[config.mk]
export PLATFORM = sky130hd
export DESIGN_NAME = viewport_nav_flat
export DESIGN_NICKNAME = d
export VERILOG_FILES = /design/src/rtl/chaos_pkg.sv /design/src/rtl/viewport_nav_if.sv /design/src/rtl/viewport_nav_axis_step.sv /design/src/rtl/viewport_nav.sv /design/src/flat_wrapper.sv
export SDC_FILE = /design/constraint.sdc
export NUM_CORES = 1
export LEC_CHECK = 0
export BUFFER_PORTS_ARGS = -buffer_cell sky130_fd_sc_hd__buf_2
export CAP_MARGIN = 20
export CORE_UTILIZATION = 52
export CTS_BUF_LIST = sky130_fd_sc_hd__clkbuf_4
export CTS_CLUSTER_SIZE = 30
export DETAILED_ROUTE_END_ITERATION = 10
export PLACE_DENSITY = 0.83
export SKIP_LAST_GASP = 1
export SLEW_MARGIN = 5
export SYNTH_ARGS = -nofsm -noshare
export SYNTH_HDL_FRONTEND = slang
export SYNTH_SLANG_ARGS = --single-unit
[constraint.sdc]
create_clock -name CLK -period 5.3 [get_ports CLK]
set_input_delay 1.06 -clock CLK [delete_from_list [all_inputs] [get_ports CLK]]
set_output_delay 1.06 -clock CLK [all_outputs]
set_load 0.01 [all_outputs]
[src/rtl/chaos_pkg.sv]
// Shared navigator state encoding and default constants for the viewport navigator.
package chaos_pkg;

  typedef enum logic [1:0] {
    NAV_WAIT_BLANK = 2'b00,
    NAV_APPLY      = 2'b01,
    NAV_DONE       = 2'b10
  } nav_state_e;

  localparam int unsigned DEF_COORD_W      = 10;
  localparam int unsigned DEF_X_INIT       = 300;
  localparam int unsigned DEF_Y_INIT       = 200;
  localparam int unsigned DEF_X_MAX        = 639;
  localparam int unsigned DEF_Y_MAX        = 479;
  localparam int unsigned DEF_STEP         = 2;
  localparam int unsigned DEF_ACCEL_FRAMES = 8;
  localparam int unsigned DEF_FAST_MUL     = 4;
  localparam bit          DEF_WRAP         = 1'b0;
  localparam int unsigned DEF_ZOOM_MAX     = 7;
  localparam int unsigned DEF_DISP_DELAY   = 6;
  localparam int unsigned DEF_CALC_DELAY   = 15;
  localparam int unsigned STARTUP_W        = 5;

endpackage

[src/rtl/viewport_nav_if.sv]
// Key, blank, pixel and navigation-output bundle between the front panel/video side and viewport_nav.
interface viewport_nav_if import chaos_pkg::*; #(
  parameter int unsigned COORD_W = DEF_COORD_W
);
  logic               up, down, left, right;
  logic               zoom_in, zoom_out;
  logic               vnotactive;
  logic               pix_r, pix_g, pix_b;
  logic [COORD_W-1:0] origin_x, origin_y;
  logic [2:0]         zoom;
  logic               disp_enable, calc_enable;
  logic               red, green, blue;
  logic               frame_tick;

  modport master (
    output up, down, left, right, zoom_in, zoom_out, vnotactive, pix_r, pix_g, pix_b,
    input  origin_x, origin_y, zoom, disp_enable, calc_enable, red, green, blue, frame_tick
  );

  modport slave (
    input  up, down, left, right, zoom_in, zoom_out, vnotactive, pix_r, pix_g, pix_b,
    output origin_x, origin_y, zoom, disp_enable, calc_enable, red, green, blue, frame_tick
  );
endinterface

[src/rtl/viewport_nav_axis_step.sv]
// One pan axis: applies a signed step to the origin with either clamping or modulo wrap.
module axis_step #(
  parameter int unsigned COORD_W = 10,
  parameter int unsigned LIMIT   = 639,
  parameter bit          WRAP    = 1'b0
) (
  input  logic [COORD_W-1:0] cur_i,
  input  logic               dec_i,
  input  logic               inc_i,
  input  logic [COORD_W:0]   step_i,
  output logic [COORD_W-1:0] nxt_o
);

  logic [COORD_W:0] ext;
  logic [COORD_W:0] sum;
  logic [COORD_W:0] diff;

  // One extra bit keeps the overshoot visible for the clamp compare.
  always_comb begin
    ext   = {1'b0, cur_i};
    sum   = ext + step_i;
    diff  = ext - step_i;
    nxt_o = cur_i;
    if (dec_i) begin
      if (WRAP)              nxt_o = COORD_W'(diff);
      else if (ext < step_i) nxt_o = '0;
      else                   nxt_o = COORD_W'(diff);
    end else if (inc_i) begin
      if (WRAP)                              nxt_o = COORD_W'(sum);
      else if (sum > (COORD_W + 1)'(LIMIT))  nxt_o = COORD_W'(LIMIT);
      else                                   nxt_o = COORD_W'(sum);
    end
  end

endmodule

[src/rtl/viewport_nav.sv]
// Viewport navigator: once-per-blank pan/zoom with hold acceleration, startup enables, registered colour.
module viewport_nav import chaos_pkg::*; #(
  parameter int unsigned COORD_W      = DEF_COORD_W,
  parameter int unsigned X_INIT       = DEF_X_INIT,
  parameter int unsigned Y_INIT       = DEF_Y_INIT,
  parameter int unsigned X_MAX        = DEF_X_MAX,
  parameter int unsigned Y_MAX        = DEF_Y_MAX,
  parameter int unsigned STEP         = DEF_STEP,
  parameter int unsigned ACCEL_FRAMES = DEF_ACCEL_FRAMES,
  parameter int unsigned FAST_MUL     = DEF_FAST_MUL,
  parameter bit          WRAP         = DEF_WRAP,
  parameter int unsigned ZOOM_MAX     = DEF_ZOOM_MAX,
  parameter int unsigned DISP_DELAY   = DEF_DISP_DELAY,
  parameter int unsigned CALC_DELAY   = DEF_CALC_DELAY
) (
  input  logic          CLK,
  input  logic          RST,
  viewport_nav_if.slave nav
);

  localparam int unsigned HOLD_W = $clog2(ACCEL_FRAMES + 2);

  nav_state_e             state_q, state_d;
  logic                   vn_prev_q, tick_q, tick_d;
  logic [COORD_W-1:0]     ox_q, ox_d, oy_q, oy_d, x_nxt, y_nxt;
  logic [2:0]             zoom_q, zoom_d;
  logic [HOLD_W-1:0]      hold_q, hold_d;
  logic [STARTUP_W-1:0]   start_q, start_d;
  logic                   disp_q, disp_d, calc_q, calc_d;
  logic [2:0]             rgb_q, rgb_d;
  logic [COORD_W:0]       step;
  logic                   up_p, down_p, left_p, right_p, pan_any;

  always_comb begin
    up_p    = ~nav.up;
    down_p  = ~nav.down & nav.up;
    left_p  = ~nav.left;
    right_p = ~nav.right & nav.left;
    pan_any = ~(nav.up & nav.down & nav.left & nav.right);
    step    = (hold_q < HOLD_W'(ACCEL_FRAMES)) ? (COORD_W + 1)'(STEP)
                                               : (COORD_W + 1)'(STEP * FAST_MUL);
  end

  axis_step #(.COORD_W(COORD_W), .LIMIT(X_MAX), .WRAP(WRAP)) u_axis_x (
    .cur_i(ox_q), .dec_i(left_p), .inc_i(right_p), .step_i(step), .nxt_o(x_nxt)
  );

  axis_step #(.COORD_W(COORD_W), .LIMIT(Y_MAX), .WRAP(WRAP)) u_axis_y (
    .cur_i(oy_q), .dec_i(up_p), .inc_i(down_p), .step_i(step), .nxt_o(y_nxt)
  );

  always_comb begin
    state_d = state_q;
    ox_d    = ox_q;
    oy_d    = oy_q;
    zoom_d  = zoom_q;
    hold_d  = hold_q;
    case (state_q)
      NAV_WAIT_BLANK: if (nav.vnotactive) state_d = NAV_APPLY;
      NAV_APPLY: begin
        state_d = NAV_DONE;
        ox_d    = x_nxt;
        oy_d    = y_nxt;
        if (!pan_any)                              hold_d = '0;
        else if (hold_q < HOLD_W'(ACCEL_FRAMES))   hold_d = hold_q + 1'b1;
        if (!nav.zoom_in) begin
          if (zoom_q < 3'(ZOOM_MAX)) zoom_d = zoom_q + 3'd1;
        end else if (!nav.zoom_out) begin
          if (zoom_q != 3'd0) zoom_d = zoom_q - 3'd1;
        end
      end
      NAV_DONE: if (!nav.vnotactive) state_d = NAV_WAIT_BLANK;
      default: state_d = NAV_WAIT_BLANK;
    endcase
  end

  // Enables compare against the post-increment count so they rise on the counting edge.
  always_comb begin
    tick_d  = nav.vnotactive & ~vn_prev_q;
    start_d = (tick_q && start_q != '1) ? start_q + 1'b1 : start_q;
    disp_d  = disp_q | (32'(start_d) >= DISP_DELAY);
    calc_d  = calc_q | (32'(start_d) >= CALC_DELAY);
    rgb_d   = disp_q ? {nav.pix_r, nav.pix_g, nav.pix_b} : rgb_q;
  end

  always_ff @(posedge CLK or negedge RST) begin
    if (!RST) begin
      state_q   <= NAV_WAIT_BLANK;
      vn_prev_q <= 1'b0;
      tick_q    <= 1'b0;
      ox_q      <= COORD_W'(X_INIT);
      oy_q      <= COORD_W'(Y_INIT);
      zoom_q    <= '0;
      hold_q    <= '0;
      start_q   <= '0;
      disp_q    <= 1'b0;
      calc_q    <= 1'b0;
      rgb_q     <= '1;
    end else begin
      state_q   <= state_d;
      vn_prev_q <= nav.vnotactive;
      tick_q    <= tick_d;
      ox_q      <= ox_d;
      oy_q      <= oy_d;
      zoom_q    <= zoom_d;
      hold_q    <= hold_d;
      start_q   <= start_d;
      disp_q    <= disp_d;
      calc_q    <= calc_d;
      rgb_q     <= rgb_d;
    end
  end

  assign nav.origin_x    = ox_q;
  assign nav.origin_y    = oy_q;
  assign nav.zoom        = zoom_q;
  assign nav.disp_enable = disp_q;
  assign nav.calc_enable = calc_q;
  assign nav.red         = rgb_q[2];
  assign nav.green       = rgb_q[1];
  assign nav.blue        = rgb_q[0];
  assign nav.frame_tick  = tick_q;

endmodule

[src/flat_wrapper.sv]
// flat-port wrapper written by rule: the top's interface ports become plain ports
module viewport_nav_flat import chaos_pkg::*;
#(
  parameter int unsigned COORD_W      = DEF_COORD_W,
  parameter int unsigned X_INIT       = DEF_X_INIT,
  parameter int unsigned Y_INIT       = DEF_Y_INIT,
  parameter int unsigned X_MAX        = DEF_X_MAX,
  parameter int unsigned Y_MAX        = DEF_Y_MAX,
  parameter int unsigned STEP         = DEF_STEP,
  parameter int unsigned ACCEL_FRAMES = DEF_ACCEL_FRAMES,
  parameter int unsigned FAST_MUL     = DEF_FAST_MUL,
  parameter bit          WRAP         = DEF_WRAP,
  parameter int unsigned ZOOM_MAX     = DEF_ZOOM_MAX,
  parameter int unsigned DISP_DELAY   = DEF_DISP_DELAY,
  parameter int unsigned CALC_DELAY   = DEF_CALC_DELAY
)
  (CLK, RST, nav_up, nav_down, nav_left, nav_right, nav_zoom_in, nav_zoom_out, nav_vnotactive, nav_pix_r, nav_pix_g, nav_pix_b, nav_origin_x, nav_origin_y, nav_zoom, nav_disp_enable, nav_calc_enable, nav_red, nav_green, nav_blue, nav_frame_tick);
  viewport_nav_if #(.COORD_W(COORD_W)) nav_i ();
  input  logic CLK;
  input  logic RST;
  input wire logic [$bits(nav_i.up)-1:0] nav_up;
  input wire logic [$bits(nav_i.down)-1:0] nav_down;
  input wire logic [$bits(nav_i.left)-1:0] nav_left;
  input wire logic [$bits(nav_i.right)-1:0] nav_right;
  input wire logic [$bits(nav_i.zoom_in)-1:0] nav_zoom_in;
  input wire logic [$bits(nav_i.zoom_out)-1:0] nav_zoom_out;
  input wire logic [$bits(nav_i.vnotactive)-1:0] nav_vnotactive;
  input wire logic [$bits(nav_i.pix_r)-1:0] nav_pix_r;
  input wire logic [$bits(nav_i.pix_g)-1:0] nav_pix_g;
  input wire logic [$bits(nav_i.pix_b)-1:0] nav_pix_b;
  output wire logic [$bits(nav_i.origin_x)-1:0] nav_origin_x;
  output wire logic [$bits(nav_i.origin_y)-1:0] nav_origin_y;
  output wire logic [$bits(nav_i.zoom)-1:0] nav_zoom;
  output wire logic [$bits(nav_i.disp_enable)-1:0] nav_disp_enable;
  output wire logic [$bits(nav_i.calc_enable)-1:0] nav_calc_enable;
  output wire logic [$bits(nav_i.red)-1:0] nav_red;
  output wire logic [$bits(nav_i.green)-1:0] nav_green;
  output wire logic [$bits(nav_i.blue)-1:0] nav_blue;
  output wire logic [$bits(nav_i.frame_tick)-1:0] nav_frame_tick;
  assign nav_i.up = nav_up;
  assign nav_i.down = nav_down;
  assign nav_i.left = nav_left;
  assign nav_i.right = nav_right;
  assign nav_i.zoom_in = nav_zoom_in;
  assign nav_i.zoom_out = nav_zoom_out;
  assign nav_i.vnotactive = nav_vnotactive;
  assign nav_i.pix_r = nav_pix_r;
  assign nav_i.pix_g = nav_pix_g;
  assign nav_i.pix_b = nav_pix_b;
  assign nav_origin_x = nav_i.origin_x;
  assign nav_origin_y = nav_i.origin_y;
  assign nav_zoom = nav_i.zoom;
  assign nav_disp_enable = nav_i.disp_enable;
  assign nav_calc_enable = nav_i.calc_enable;
  assign nav_red = nav_i.red;
  assign nav_green = nav_i.green;
  assign nav_blue = nav_i.blue;
  assign nav_frame_tick = nav_i.frame_tick;
  viewport_nav #(.COORD_W(COORD_W), .X_INIT(X_INIT), .Y_INIT(Y_INIT), .X_MAX(X_MAX), .Y_MAX(Y_MAX), .STEP(STEP), .ACCEL_FRAMES(ACCEL_FRAMES), .FAST_MUL(FAST_MUL), .WRAP(WRAP), .ZOOM_MAX(ZOOM_MAX), .DISP_DELAY(DISP_DELAY), .CALC_DELAY(CALC_DELAY)) u_core (.CLK(CLK), .RST(RST), .nav(nav_i));
endmodule
# == Word-level counts from Yosys, hierarchy flattened ==
# Cells that the tools add are included.
# op_classes
addsub,8
n_lt_le_gt_ge,8
n_eq_ne,9
bitwise,11
reduce_logical,10
n_mux,19
# op_table
op,n
10-bit 2-to-1 mux,8
10-bit by 11-bit adder with 11-bit output,2
10-bit by 11-bit < comparator with 1-bit output,2
10-bit subtractor,2
3-bit 2-to-1 mux,4
4-bit 2-to-1 mux,3
11-bit by 10-bit greater-than comparator with 1-bit output (second input constant),1
11-bit by 9-bit greater-than comparator with 1-bit output (second input constant),1
2-bit AND reduction,4
1-bit bitwise AND,6
2-bit by 1-bit inequality test with 1-bit output (second input constant),3
2-bit inequality test (second input constant),3
2-bit one-hot mux with 3 select lines,1
5-bit by 1-bit adder with 5-bit output (second input constant),1
5-bit by 3-bit greater-or-equal comparator with 1-bit output (second input constant),1
5-bit by 4-bit greater-or-equal comparator with 1-bit output (second input constant),1
5-bit 2-to-1 mux,1
5-bit inequality test (second input constant),1
4-bit by 1-bit adder with 4-bit output (second input constant),1
4-bit < comparator (second input constant),1
2-bit 2-to-1 mux,2
4-bit AND reduction,1
2-bit nonzero test,2
3-bit by 1-bit adder with 3-bit output (second input constant),1
other kinds (9),12
# word_totals
reg_bits,41
out_inout_bits,29

# == Longest topological paths before layout ==
# Gate-level depths: netlist of run 1.
# depth
depth_word,7
mapped_depth,9
depth_no_buf,9

# == Hierarchy ==
# From an unflattened synthesis of run 1, not the netlist that was laid out.
# hier_totals
cells_unflattened,559
area_unflattened_um2,4499.3
# by_module_without_submodules
mod,cells_each,area_per_inst_um2,n_inst
viewport_nav,190,1863.0,1
axis_step (u_core.u_axis_x),186,1347.5,1
axis_step (u_core.u_axis_y),183,1288.7,1

# == Worst setup path before layout of run 1 ==
# No wires, ideal clock.
# synth_path
path_kind,register -> register
start,register u_core.hold_q[3]
end,"register u_core.ox_q[6], in the netlist u_core.nav.origin_x[6]"
slack_ns,3.045
arrival_time_ns,2.118
required_ns,5.163
path_buffers,0
period_less_slack_ns,2.255
stages_incl_launch_ff,8
cell_sequence,dfrtp_1 inv_1 ha_1 a21oi_1 nor3b_1 mux2_2 a222oi_1 nand2_1
# synth_via
elab_chain_len,7
word_cells_on_any_way,10
# synth_rtl
item,line,rtl
"start, declared",viewport_nav.sv:27,"logic [HOLD_W-1:0] hold_q, hold_d;"
"start signal, assigned",viewport_nav.sv:106,hold_q <= hold_d;
4-bit < comparator *,viewport_nav.sv:40,step = (hold_q < HOLD_W'(ACCEL_FRAMES)) ? (COORD_W + 1)'(STEP)
4-bit 2-to-1 mux *,viewport_nav.sv:40,
10-bit by 11-bit adder with 11-bit output,viewport_nav_axis_step.sv:21,sum = ext + step_i;
11-bit by 10-bit greater-than comparator with 1-bit output,viewport_nav_axis_step.sv:30,else if (sum > (COORD_W + 1)'(LIMIT)) nxt_o = COORD_W'(LIMIT);
10-bit 2-to-1 mux,viewport_nav_axis_step.sv:30,
10-bit 2-to-1 mux,viewport_nav_axis_step.sv:28,end else if (inc_i) begin
10-bit 2-to-1 mux *,viewport_nav_axis_step.sv:24,if (dec_i) begin
"end signal, assigned",viewport_nav.sv:91,ox_q <= COORD_W'(X_INIT);
"end, declared",viewport_nav.sv:25,"logic [COORD_W-1:0] ox_q, ox_d, oy_q, oy_d, x_nxt, y_nxt;"
# Mark *: on every way between the ends. The rest lies on a longest branch, timed or not. The select of a mux whose other input is x is not followed.
# A chain may end at the register's enable or synchronous reset.

# == Final worst setup path of run 1 ==
# Same ends and word-level chain as after synthesis.

==> results.tsv, run 1 <==
stage	metric	value	unit
clock_tree	H-tree Lvls	2	
clock_tree	root buf cell	clkbuf_4	
setup_path	cell at the slowest stage of the critical path	dfrtp_1	
layout	Nets	379	
route	First-pass DRT Iterations	5	
synthesis	Mapped Cells	320	
setup_path	crit path to	u_core.nav.origin_x[6]$_DFFE_PN0P_	
floorplan	num rows	26	
setup_path	RR Endpoint	u_core.nav.origin_x[6]$_DFFE_PN0P_	
sta	minimum clock period	2.64	ns
layout	Ant. Diodes	0	
clock_tree	Clock transition at path regs	0.14	ns
setup_path	Buf/Inv on CP	1	
global_routing	first-pass GRT wire length	10800	um
synthesis	Primary FF master, synth	dfrtp_1	
floorplan	die area	5840	um^2
route	routed wire length	6290	um
route	vias per cell	5.94	
power_and_ir_drop	Switching Power	768	uW
synthesis	synthesized-area fraction occupied by adder cells	7.21	%
power_and_ir_drop	Sw Ratio	44.2	%
synthesis	largest family of logic cells by synthesized area	compound AO/OA/AOI/OAI gates	
outcome	status	finished, final reports clean	
sta	max-slew violations	0	
power_and_ir_drop	Worst VDD drop	0.292	mV
clock_tree	Post-CTS Hold Fix Bufs	0	
setup_path	CP Launch Point	u_core.hold_q[3]$_DFFE_PN0P_	
route	routed len/inst	14.9	um
synthesis	Synth Warn #	0	
sta	Clock Skew	0.0167	ns
sta	Setup WS post-layout	2.66	ns
worst_hold_path	min-delay worst type	reg2reg	
clock_tree	TritonCTS clock tree	yes	
sta	Final Cycle Share	49.9	%
place	Final GP Congestion	0.914	
setup_path	Worst setup SP type	flip-flop	
place	Placed Cells	414	
sta	RSZ-0062 raised after global routing	no	
setup_path	R2R depth	7	
synthesis	simple-gate portion of the synthesized area	20.5	%
global_routing	All-Layer GR Usage	22.8	%
clock_tree	CTS buffer count	5	
setup_path	critical path cell sequence	inv_1 > ha_1 > a21oi_1 > nor3b_1 > mux2_2 > a222oi_1 > nand2_1	
clock_tree	CTS resizes	0	
global_routing	initial antenna violation count	0	
synthesis	Post-Syn Nets	348	
layout	share of layout cells above drive strength 1	22.2	%
power_and_ir_drop	Clk network pwr share	15.1	%
place	Area after DPL	3090	um^2
synthesis	Synth Area per Inst	9.00	um^2
route	Post-DRT Antenna Nets	0	
place	dpl hpwl	4510	um
synthesis	Synth Area in Compound Gates	22.8	%
power_and_ir_drop	PD cells	544	nW/um^2
setup_path	CP arrival	2.89	ns
route	DRT iter0 DRCs	199	
floorplan	Die Ht	76.4	um
synthesis	synthesized flop and latch total	41	
setup_path	critical path depth in cells	7	
setup_path	peak fanout along the critical path	8	
setup_path	r2r setup slk	2.66	ns
power_and_ir_drop	static leakage	1.43	nW
place	I/O Buffers	40	
power_and_ir_drop	combinational fraction of design power	50.1	%
setup_path	Crit. End Element	flip-flop	
clock_tree	later-pin clock latency in the skew report	0.36	ns
synthesis	Post-synth ARST share	100	%
flow_run	Max-Cap Viols	0	
power_and_ir_drop	Final Power	1.74	mW
power_and_ir_drop	sequential power share	34.8	%
synthesis	number of synthesized flops with an enable pin	0	
global_routing	largest net degree at the start of global routing	42	
route	via count	2508	
sta	worst-margin pin slew	0.910	ns
global_routing	gr ovfl total	0	
layout	P&R area growth vs syn	10.9	%
setup_path	CP peak stage delay	0.47	ns
sta	Setup-failing EPs final	0	
power_and_ir_drop	internal power	970	uW
synthesis	Synth cell types	66	
sta	Post-Route Setup TNS	0	ns
layout	fin area	3200	um^2
setup_path	Worst R2R Start	u_core.hold_q[3]$_DFFE_PN0P_	
route	DRC violations left	0	
clock_tree	clk buf depth	2	
sta	f_max	378	MHz
synthesis	Mapped Area	2880	um^2
layout	Final Instance Count excl. Fillers	422	
sta	Slew HR	39.3	%
global_routing	vias in the first global route	2366	
setup_path	WP data required	5.54	ns
clock_tree	clk sink count	41	
floorplan	Die Wd	76.4	um
setup_path	critical path class	reg2reg	
synthesis	mux cell area share after synthesis	3.95	%
sta	Fin. Hold Viols	0	
synthesis	xor/xnor cell area share of the yosys netlist	3.95	%
floorplan	Core Area	5200	um^2
clock_tree	post-CTS setup buffers	0	
place	dpl ws	2.52	ns
synthesis	sequential fraction of the synthesis area	36.1	%
floorplan	Initial Util	55.3	%
floorplan	Ports	41	
setup_path	CP delay by family, top	compound AO/OA/AOI/OAI gates	
## stage by stage
step	hold WS, ns	utilization, %
2_1_floorplan	0.378	-
3_3_place_gp	0.383	59.4
3_5_place_dp	0.390	59.4
4_1_cts	0.409	61.4
5_1_grt	0.424	61.4
6_report	0.408	61.4
## power groups by stage
stage | sequential, mW | clock, mW | combinational, mW
2_1_floorplan | 0.560 | 0 | 0.699
3_3_place_gp | 0.603 | 0 | 0.836
3_5_place_dp | 0.608 | 0 | 0.866
4_1_cts | 0.602 | 0.266 | 0.872
5_1_grt | 0.632 | 0.277 | 0.977
6_report | 0.605 | 0.262 | 0.872
## registers in the layout, summed over array words and instances, names as in the netlist
name / cells
u_core.vn_prev_q: 1
u_core.nav.disp_enable: 1
u_core.state_q: 2
u_core.nav.frame_tick: 1
u_core.start_q: 5
u_core.nav.origin_y: 10
u_core.nav.zoom: 3
u_core.hold_q: 4
u_core.nav.calc_enable: 1
u_core.nav.origin_x: 10
u_core.rgb_q: 3
## synth_stat cells, drive strengths merged (3+ instances only)
cell type / n / area [um^2]
a221oi: 3 / 26.3
nor2b: 8 / 57.6
nand3: 6 / 30.0
ha: 15 / 188
dfstp: 10 / 263
nor3: 10 / 50.1
o21a: 3 / 22.5
o221ai: 3 / 26.3
o31ai: 7 / 52.6
inv: 21 / 78.8
and3: 4 / 25.0
nand2: 26 / 97.6
o211ai: 4 / 40.0
buf: 7 / 41.3
a21oi: 17 / 85.1
o21bai: 4 / 30.0
xnor2: 7 / 61.3
o311ai: 3 / 33.8
xor2: 6 / 52.6
a31oi: 3 / 18.8
dfrtp: 31 / 776
o21ai: 27 / 135
nand2b: 7 / 43.8
a21boi: 3 / 22.5
nor2: 28 / 110
clkbuf: 9 / 37.5
mux2: 8 / 93.8
nor3b: 3 / 22.5
## kinds of logic (layout without fill, tap and decap cells)
group | Yosys count | after routing
AND/OR/NAND/NOR | 108 | 108
AO/OA/AOI/OAI | 95 | 95
flip-flops | 41 | 41
buffers and inverters | 37 | 69
adder cells (fa/ha/maj) | 16 | 16
XOR/XNOR | 13 | 13
multiplexers | 10 | 10
## placed cells by master (no fill, tap or decap), types with 5 or more instances in the layout
| master | n |
|---|---|
| xor2_1 | 6 |
| mux2_2 | 7 |
| nand2b_1 | 7 |
| nor2_1 | 26 |
| inv_1 | 21 |
| dfstp_2 | 10 |
| nor3_1 | 10 |
| dfrtp_1 | 31 |
| o21ai_0 | 19 |
| ha_1 | 15 |
| nand3_1 | 6 |
| xnor2_1 | 7 |
| nor2b_1 | 7 |
| o21ai_1 | 8 |
| clkbuf_4 | 5 |
| a21oi_1 | 17 |
| nand2_1 | 26 |
| buf_2 | 40 |
| o31ai_1 | 7 |
## layer usage
metal  GRT usage, %  vias to the layer above  share of wire [%]
met4           7.88                        0                1.7
met5              0                        -                  0
met3           4.55                       11                5.8
li1               -                     1222                  -
met1           30.7                     1180                 47
met2           36.4                       95                 45
## area by class of cell
class / instances / area [um^2]
clock inverter: 3 / 68.8
timing repair buffer: 40 / 200
tap: 70 / 87.6
inverter: 21 / 78.8
sequential: 41 / 1040
fill: 465 / 2010
multi-input combinational: 242 / 1680
clock buffer: 5 / 37.5
## how the worst min path moves through the flow
stage | end | cells after the start | from | slack (ns)
floorplan | u_core.nav.frame_tick$_DFF_PN0_ | 1 | u_core.vn_prev_q$_DFF_PN0_ | 0.38
global route | u_core.nav.frame_tick$_DFF_PN0_ | 1 | u_core.vn_prev_q$_DFF_PN0_ | 0.42
CTS | u_core.nav.frame_tick$_DFF_PN0_ | 1 | u_core.vn_prev_q$_DFF_PN0_ | 0.41
global placement | u_core.nav.frame_tick$_DFF_PN0_ | 1 | u_core.vn_prev_q$_DFF_PN0_ | 0.38
finish | u_core.nav.frame_tick$_DFF_PN0_ | 1 | u_core.vn_prev_q$_DFF_PN0_ | 0.41
detailed placement | u_core.nav.frame_tick$_DFF_PN0_ | 1 | u_core.vn_prev_q$_DFF_PN0_ | 0.39
Note: power is estimated with default switching activity, not from simulation.
==> run 2, diff against run 1 <==
Clock period 5.3 ns to 2.7 ns, I/O delays scaled along.
==> run 2 against run 1 <==
Against the previous run: global-route usage is 0.44 points higher; sequential share of layout area is 0.15 points lower; first-iteration DRC count is 9.5% higher; critical path depth stayed put; maximum frequency is 5.8% higher; sequential cell count stayed put; clock skew is 0.0013 ns higher; non-clock buffer count is 2 higher; critical path type unchanged; highest routed layer unchanged.
==> results.tsv, run 2 (synthesis results as in run 1) <==
stage	metric	value	unit	change
layout	fin area	3210	um^2	was 3200 um^2
setup_path	critical path class	reg2reg		unchanged
clock_tree	Clock transition at path regs	0.14	ns	about the same
sta	Setup WS post-layout	0.200	ns	was 2.66 ns
layout	Ant. Diodes	0		unchanged
global_routing	largest net degree at the start of global routing	42		unchanged
clock_tree	clk buf depth	2		unchanged
power_and_ir_drop	Worst VDD drop	0.589	mV	was 0.292 mV
clock_tree	clk sink count	41		unchanged
global_routing	vias in the first global route	2336		was 2366
sta	worst-margin pin slew	0.911	ns	was 0.910 ns
setup_path	Buf/Inv on CP	1		unchanged
layout	commonest cells after routing, fill and taps aside	buf_2, dfrtp_1, nand2_1, nor2_1, inv_1		unchanged
global_routing	first-pass GRT wire length	10900	um	was 10800 um
layout	commonest non-fill, non-tap cell in the layout	buf_2		unchanged
setup_path	RR Endpoint	u_core.nav.origin_x[6]$_DFFE_PN0P_		unchanged
power_and_ir_drop	PD cells	1070	nW/um^2	was 544 nW/um^2
layout	P&R area growth vs syn	11.5	%	was 10.9%
place	I/O Buffers	40		unchanged
place	Placed Cells	416		was 414
sta	Slew HR	39.3	%	about the same
setup_path	Crit. End Element	flip-flop		unchanged
setup_path	Worst setup SP type	flip-flop		unchanged
clock_tree	post-CTS setup buffers	0		unchanged
sta	hold slack	0.282	ns	was 0.408 ns
clock_tree	CTS resizes	0		unchanged
layout	post-layout util	61.7	%	was 61.4%
clock_tree	H-tree Lvls	2		unchanged
sta	max-slew violations	0		unchanged
floorplan	Initial Util	55.3	%	unchanged
layout	Nets	381		was 379
setup_path	CP peak stage delay	0.48	ns	was 0.47 ns
outcome	status	finished, final reports clean		unchanged
place	dpl ws	0.145	ns	was 2.52 ns
clock_tree	CTS buffer count	5		unchanged
sta	minimum clock period	2.50	ns	was 2.64 ns
clock_tree	TritonCTS clock tree	yes		unchanged
route	routed len/inst	14.9	um	about the same
floorplan	num rows	26		unchanged
global_routing	All-Layer GR Usage	23.2	%	was 22.8%
worst_hold_path	min-delay worst type	in2async		was reg2reg
route	routed wire length	6300	um	was 6290 um
setup_path	CP delay by family, top	compound AO/OA/AOI/OAI gates		unchanged
flow_run	Max-Cap Viols	0		unchanged
route	DRC violations left	0		unchanged
setup_path	r2r setup slk	0.20	ns	was 2.66 ns
place	Area after DPL	3100	um^2	was 3090 um^2
route	DRT iter0 DRCs	218		was 199
floorplan	Die Ht	76.4	um	unchanged
floorplan	die area	5840	um^2	unchanged
sta	Setup-failing EPs final	0		unchanged
sta	RSZ-0062 raised after global routing	no		unchanged
sta	f_max	400	MHz	was 378 MHz
floorplan	Core Area	5200	um^2	unchanged
clock_tree	later-pin clock latency in the skew report	0.37	ns	was 0.36 ns
global_routing	gr ovfl total	0		unchanged
sta	Clock Skew	0.0180	ns	was 0.0167 ns
route	First-pass DRT Iterations	4		was 5
place	Final GP Congestion	0.896		was 0.914
clock_tree	root buf cell	clkbuf_4		unchanged
place	dpl hpwl	4540	um	was 4510 um
setup_path	peak fanout along the critical path	8		unchanged
setup_path	R2R depth	7		unchanged
setup_path	Worst R2R Start	u_core.hold_q[3]$_DFFE_PN0P_		unchanged
setup_path	WP data required	2.94	ns	was 5.54 ns
layout	Final Instance Count excl. Fillers	424		was 422
floorplan	Ports	41		unchanged
setup_path	CP arrival	2.74	ns	was 2.89 ns
layout	share of layout cells above drive strength 1	22.9	%	was 22.2%
route	Post-DRT Antenna Nets	0		unchanged
setup_path	cell at the slowest stage of the critical path	dfrtp_1		unchanged
power_and_ir_drop	static leakage	1.44	nW	was 1.43 nW
global_routing	initial antenna violation count	0		unchanged
route	vias per cell	5.98		was 5.94
route	via count	2536		was 2508
sta	Fin. Hold Viols	0		unchanged
power_and_ir_drop	Final Power	3.43	mW	was 1.74 mW
setup_path	critical path cell sequence	inv_2 > ha_1 > a21oi_1 > nor3b_1 > mux2_2 > a222oi_1 > nand2_1		was inv_1 > ha_1 > a21oi_1 > nor3b_1 > mux2_2 > a222oi_1 > nand2_1
sta	Post-Route Setup TNS	0	ns	unchanged
floorplan	Die Wd	76.4	um	unchanged
sta	Final Cycle Share	92.6	%	was 49.9%
clock_tree	Post-CTS Hold Fix Bufs	0		unchanged
## run 2: cell count changes in the layout (fill, tap and decap cells not counted)
| cell | before | now |
|---|---|---|
| inv_2 | 0 | 1 |
| inv_1 | 21 | 20 |
| buf_4 | 0 | 2 |
## run 2: worst max path at each step
stage | from | to | depth (start not counted)
2_1_floorplan | u_core.hold_q[3]$_DFFE_PN0P_ | u_core.nav.origin_x[6]$_DFFE_PN0P_ | 7
3_3_place_gp | u_core.hold_q[3]$_DFFE_PN0P_ | u_core.nav.origin_x[6]$_DFFE_PN0P_ | 7
3_5_place_dp | u_core.hold_q[3]$_DFFE_PN0P_ | u_core.nav.origin_x[6]$_DFFE_PN0P_ | 7
4_1_cts | u_core.hold_q[3]$_DFFE_PN0P_ | u_core.nav.origin_x[6]$_DFFE_PN0P_ | 7
5_1_grt | u_core.hold_q[3]$_DFFE_PN0P_ | u_core.nav.origin_y[4]$_DFFE_PN0P_ | 9
6_report | u_core.hold_q[3]$_DFFE_PN0P_ | u_core.nav.origin_x[6]$_DFFE_PN0P_ | 7
## run 2: report_power, final
| part | internal (mW) | switching, mW | total (mW) | leakage, nW |
|---|---|---|---|---|
| clock network | 0.291 | 0.220 | 0.512 | 0.0558 |
| registers | 0.863 | 0.328 | 1.19 | 0.476 |
| logic | 0.759 | 0.968 | 1.73 | 0.908 |
| total | 1.91 | 1.52 | 3.43 | 1.44 |
## run 2: worst register-to-register path, cell delays in order, from the launching register on
cell and delay [ns]:
dfrtp_1 0.48, inv_2 0.13, ha_1 0.38, a21oi_1 0.24, nor3b_1 0.38, mux2_2 0.38
a222oi_1 0.30, nand2_1 0.09
## run 2: cell type report
cell class,instances,area [um^2]
fillers,450,1990
multi-input cells,242,1680
flip-flops and latches,41,1040
repair buffers,42,215
well taps,70,87.6
inverters,21,78.8
clock inverters,3,68.8
clock buffers,5,37.5
## run 2: per-layer routing
| metal | routed length [um] | global-route usage [%] |
|---|---|---|
| met4 | 78 | 9.62 |
| met3 | 468 | 4.91 |
| met1 | 2820 | 32.3 |
| met2 | 2940 | 34.9 |
| met5 | 0 | 0 |
==> run 3, diff against run 2 <==
Settings changed: CTS_BUF_LIST sky130_fd_sc_hd__clkbuf_4 to sky130_fd_sc_hd__clkbuf_8.
==> run 3 against run 2 <==
Against the previous run: sequential power about the same; highest routed layer unchanged; first-iteration DRC count down 7.8%; critical path depth unchanged; global-route usage down 0.051 points; via count up 1.4%; sequential cell count unchanged; critical endpoint unchanged.
==> results.tsv, run 3 (synthesis results as in run 1) <==
stage	metric	value	unit	change
sta	f_max	396	MHz	was 400 MHz
layout	commonest cells after routing, fill and taps aside	buf_2, dfrtp_1, nand2_1, nor2_1, inv_1		unchanged
global_routing	first-pass GRT wire length	11000	um	was 10900 um
layout	Final Instance Count excl. Fillers	424		unchanged
route	routed len/inst	15.1	um	was 14.9 um
clock_tree	clk sink count	41		unchanged
route	DRT iter0 DRCs	201		was 218
clock_tree	Post-CTS Hold Fix Bufs	0		unchanged
clock_tree	later-pin clock latency in the skew report	0.30	ns	was 0.37 ns
clock_tree	clk buf depth	2		unchanged
global_routing	gr ovfl total	0		unchanged
floorplan	Initial Util	55.3	%	unchanged
power_and_ir_drop	static leakage	1.45	nW	was 1.44 nW
global_routing	vias in the first global route	2355		was 2336
route	Post-DRT Antenna Nets	0		unchanged
outcome	status	finished, final reports clean		unchanged
sta	Setup-failing EPs final	0		unchanged
floorplan	Core Area	5200	um^2	unchanged
clock_tree	CTS buffer count	5		unchanged
route	via count	2571		was 2536
place	dpl hpwl	4540	um	unchanged
sta	worst-margin pin slew	0.919	ns	was 0.911 ns
route	routed wire length	6400	um	was 6300 um
route	DRC violations left	0		unchanged
layout	share of layout cells above drive strength 1	22.9	%	unchanged
floorplan	die area	5840	um^2	unchanged
floorplan	Die Ht	76.4	um	unchanged
sta	minimum clock period	2.52	ns	was 2.50 ns
global_routing	All-Layer GR Usage	23.2	%	about the same
clock_tree	TritonCTS clock tree	yes		unchanged
place	I/O Buffers	40		unchanged
flow_run	Max-Cap Viols	0		unchanged
sta	Clock Skew	0.0105	ns	was 0.0180 ns
place	Placed Cells	416		unchanged
setup_path	Crit. End Element	flip-flop		unchanged
layout	P&R area growth vs syn	12.6	%	was 11.5%
clock_tree	root buf cell	clkbuf_8		was clkbuf_4
setup_path	WP data required	2.86	ns	was 2.94 ns
layout	Nets	381		unchanged
setup_path	peak fanout along the critical path	8		unchanged
sta	max-slew violations	0		unchanged
place	Final GP Congestion	0.896		unchanged
layout	Ant. Diodes	0		unchanged
power_and_ir_drop	Worst VDD drop	0.604	mV	was 0.589 mV
clock_tree	H-tree Lvls	2		unchanged
sta	Fin. Hold Viols	0		unchanged
floorplan	Die Wd	76.4	um	unchanged
setup_path	critical path class	reg2reg		unchanged
layout	post-layout util	62.3	%	was 61.7%
sta	RSZ-0062 raised after global routing	no		unchanged
sta	Post-Route Setup TNS	0	ns	unchanged
setup_path	CP arrival	2.69	ns	was 2.74 ns
clock_tree	Clock transition at path regs	0.09	ns	was 0.14 ns
sta	Final Cycle Share	93.4	%	was 92.6%
global_routing	initial antenna violation count	0		unchanged
route	vias per cell	6.06		was 5.98
global_routing	largest net degree at the start of global routing	42		unchanged
floorplan	num rows	26		unchanged
layout	commonest non-fill, non-tap cell in the layout	buf_2		unchanged
power_and_ir_drop	PD cells	1090	nW/um^2	was 1070 nW/um^2
worst_hold_path	min-delay worst type	in2async		unchanged
sta	hold slack	0.367	ns	was 0.282 ns
setup_path	Worst setup SP type	flip-flop		unchanged
route	First-pass DRT Iterations	7		was 4
floorplan	Ports	41		unchanged
sta	Slew HR	38.8	%	was 39.3%
==> run 3: cell count changes in the layout (fill, tap and decap cells not counted) <==
cell | before | now
clkbuf_4 | 5 | 0
clkbuf_8 | 0 | 5
==> run 3: worst paths after layout <==
check                                              from                                  to  slack, ns  cells after the start
max in group asynchronous                           RST        u_core.hold_q[2]$_DFFE_PN0P_       1.76                      1
setup reg to reg           u_core.hold_q[3]$_DFFE_PN0P_  u_core.nav.origin_x[6]$_DFFE_PN0P_       0.18                      7
hold / removal                                      RST  u_core.nav.origin_y[4]$_DFFE_PN0P_       0.37                      1
setup / recovery           u_core.hold_q[3]$_DFFE_PN0P_  u_core.nav.origin_x[6]$_DFFE_PN0P_       0.18                      7
min in group CLK                         nav_vnotactive          u_core.vn_prev_q$_DFF_PN0_       0.39                      1
hold reg to reg              u_core.vn_prev_q$_DFF_PN0_     u_core.nav.frame_tick$_DFF_PN0_       0.41                      1
==> run 3: through the flow <==
stage | worst slack (ns) | total power [mW] | cell area [um^2]
finish | 0.177 | 3.53 | 3240
global route | 0.0413 | 3.82 | 3240
CTS | 0.116 | 3.52 | 3240
detailed placement | 0.145 | 2.90 | 3100
global placement | 0.259 | 2.85 | 3100
floorplan | 0.445 | 2.47 | 2880
==> run 3: power by group <==
part | leakage [nW] | switching [mW] | total (mW) | internal [mW]
clock network | 0.0687 | 0.227 | 0.600 | 0.372
logic | 0.908 | 0.975 | 1.73 | 0.760
registers | 0.476 | 0.328 | 1.19 | 0.865
==> run 3: layout make-up <==
class / instances / area (um^2)
Sequential cell: 41 / 1040
Inverter: 21 / 78.8
Tap cell: 70 / 87.6
Multi-Input combinational cell: 242 / 1680
Clock inverter: 3 / 68.8
Fill cell: 444 / 1960
Timing Repair Buffer: 42 / 215
Clock buffer: 5 / 68.8
==> run 3: critical path, cell delays in order (launching register included) <==
cell and delay (ns):
dfrtp_1 0.46, inv_2 0.13, ha_1 0.39, a21oi_1 0.25, nor3b_1 0.39, mux2_2 0.38, a222oi_1 0.29, nand2_1 0.09
==> run 3: timing repair <==
item | 4_1_cts | 5_1_grt
buffers inserted | 0 | 0
endpoints found under the setup margin | 0 | 6
gates resized for setup | 0 | 1
==> run 3: per-layer routing <==
metal | global-route usage, % | part of all wire (%)
met4 | 10.6 | 1.6
met2 | 35.5 | 46
met3 | 3.11 | 6.8
met1 | 32.4 | 45
met5 | 0 | 0
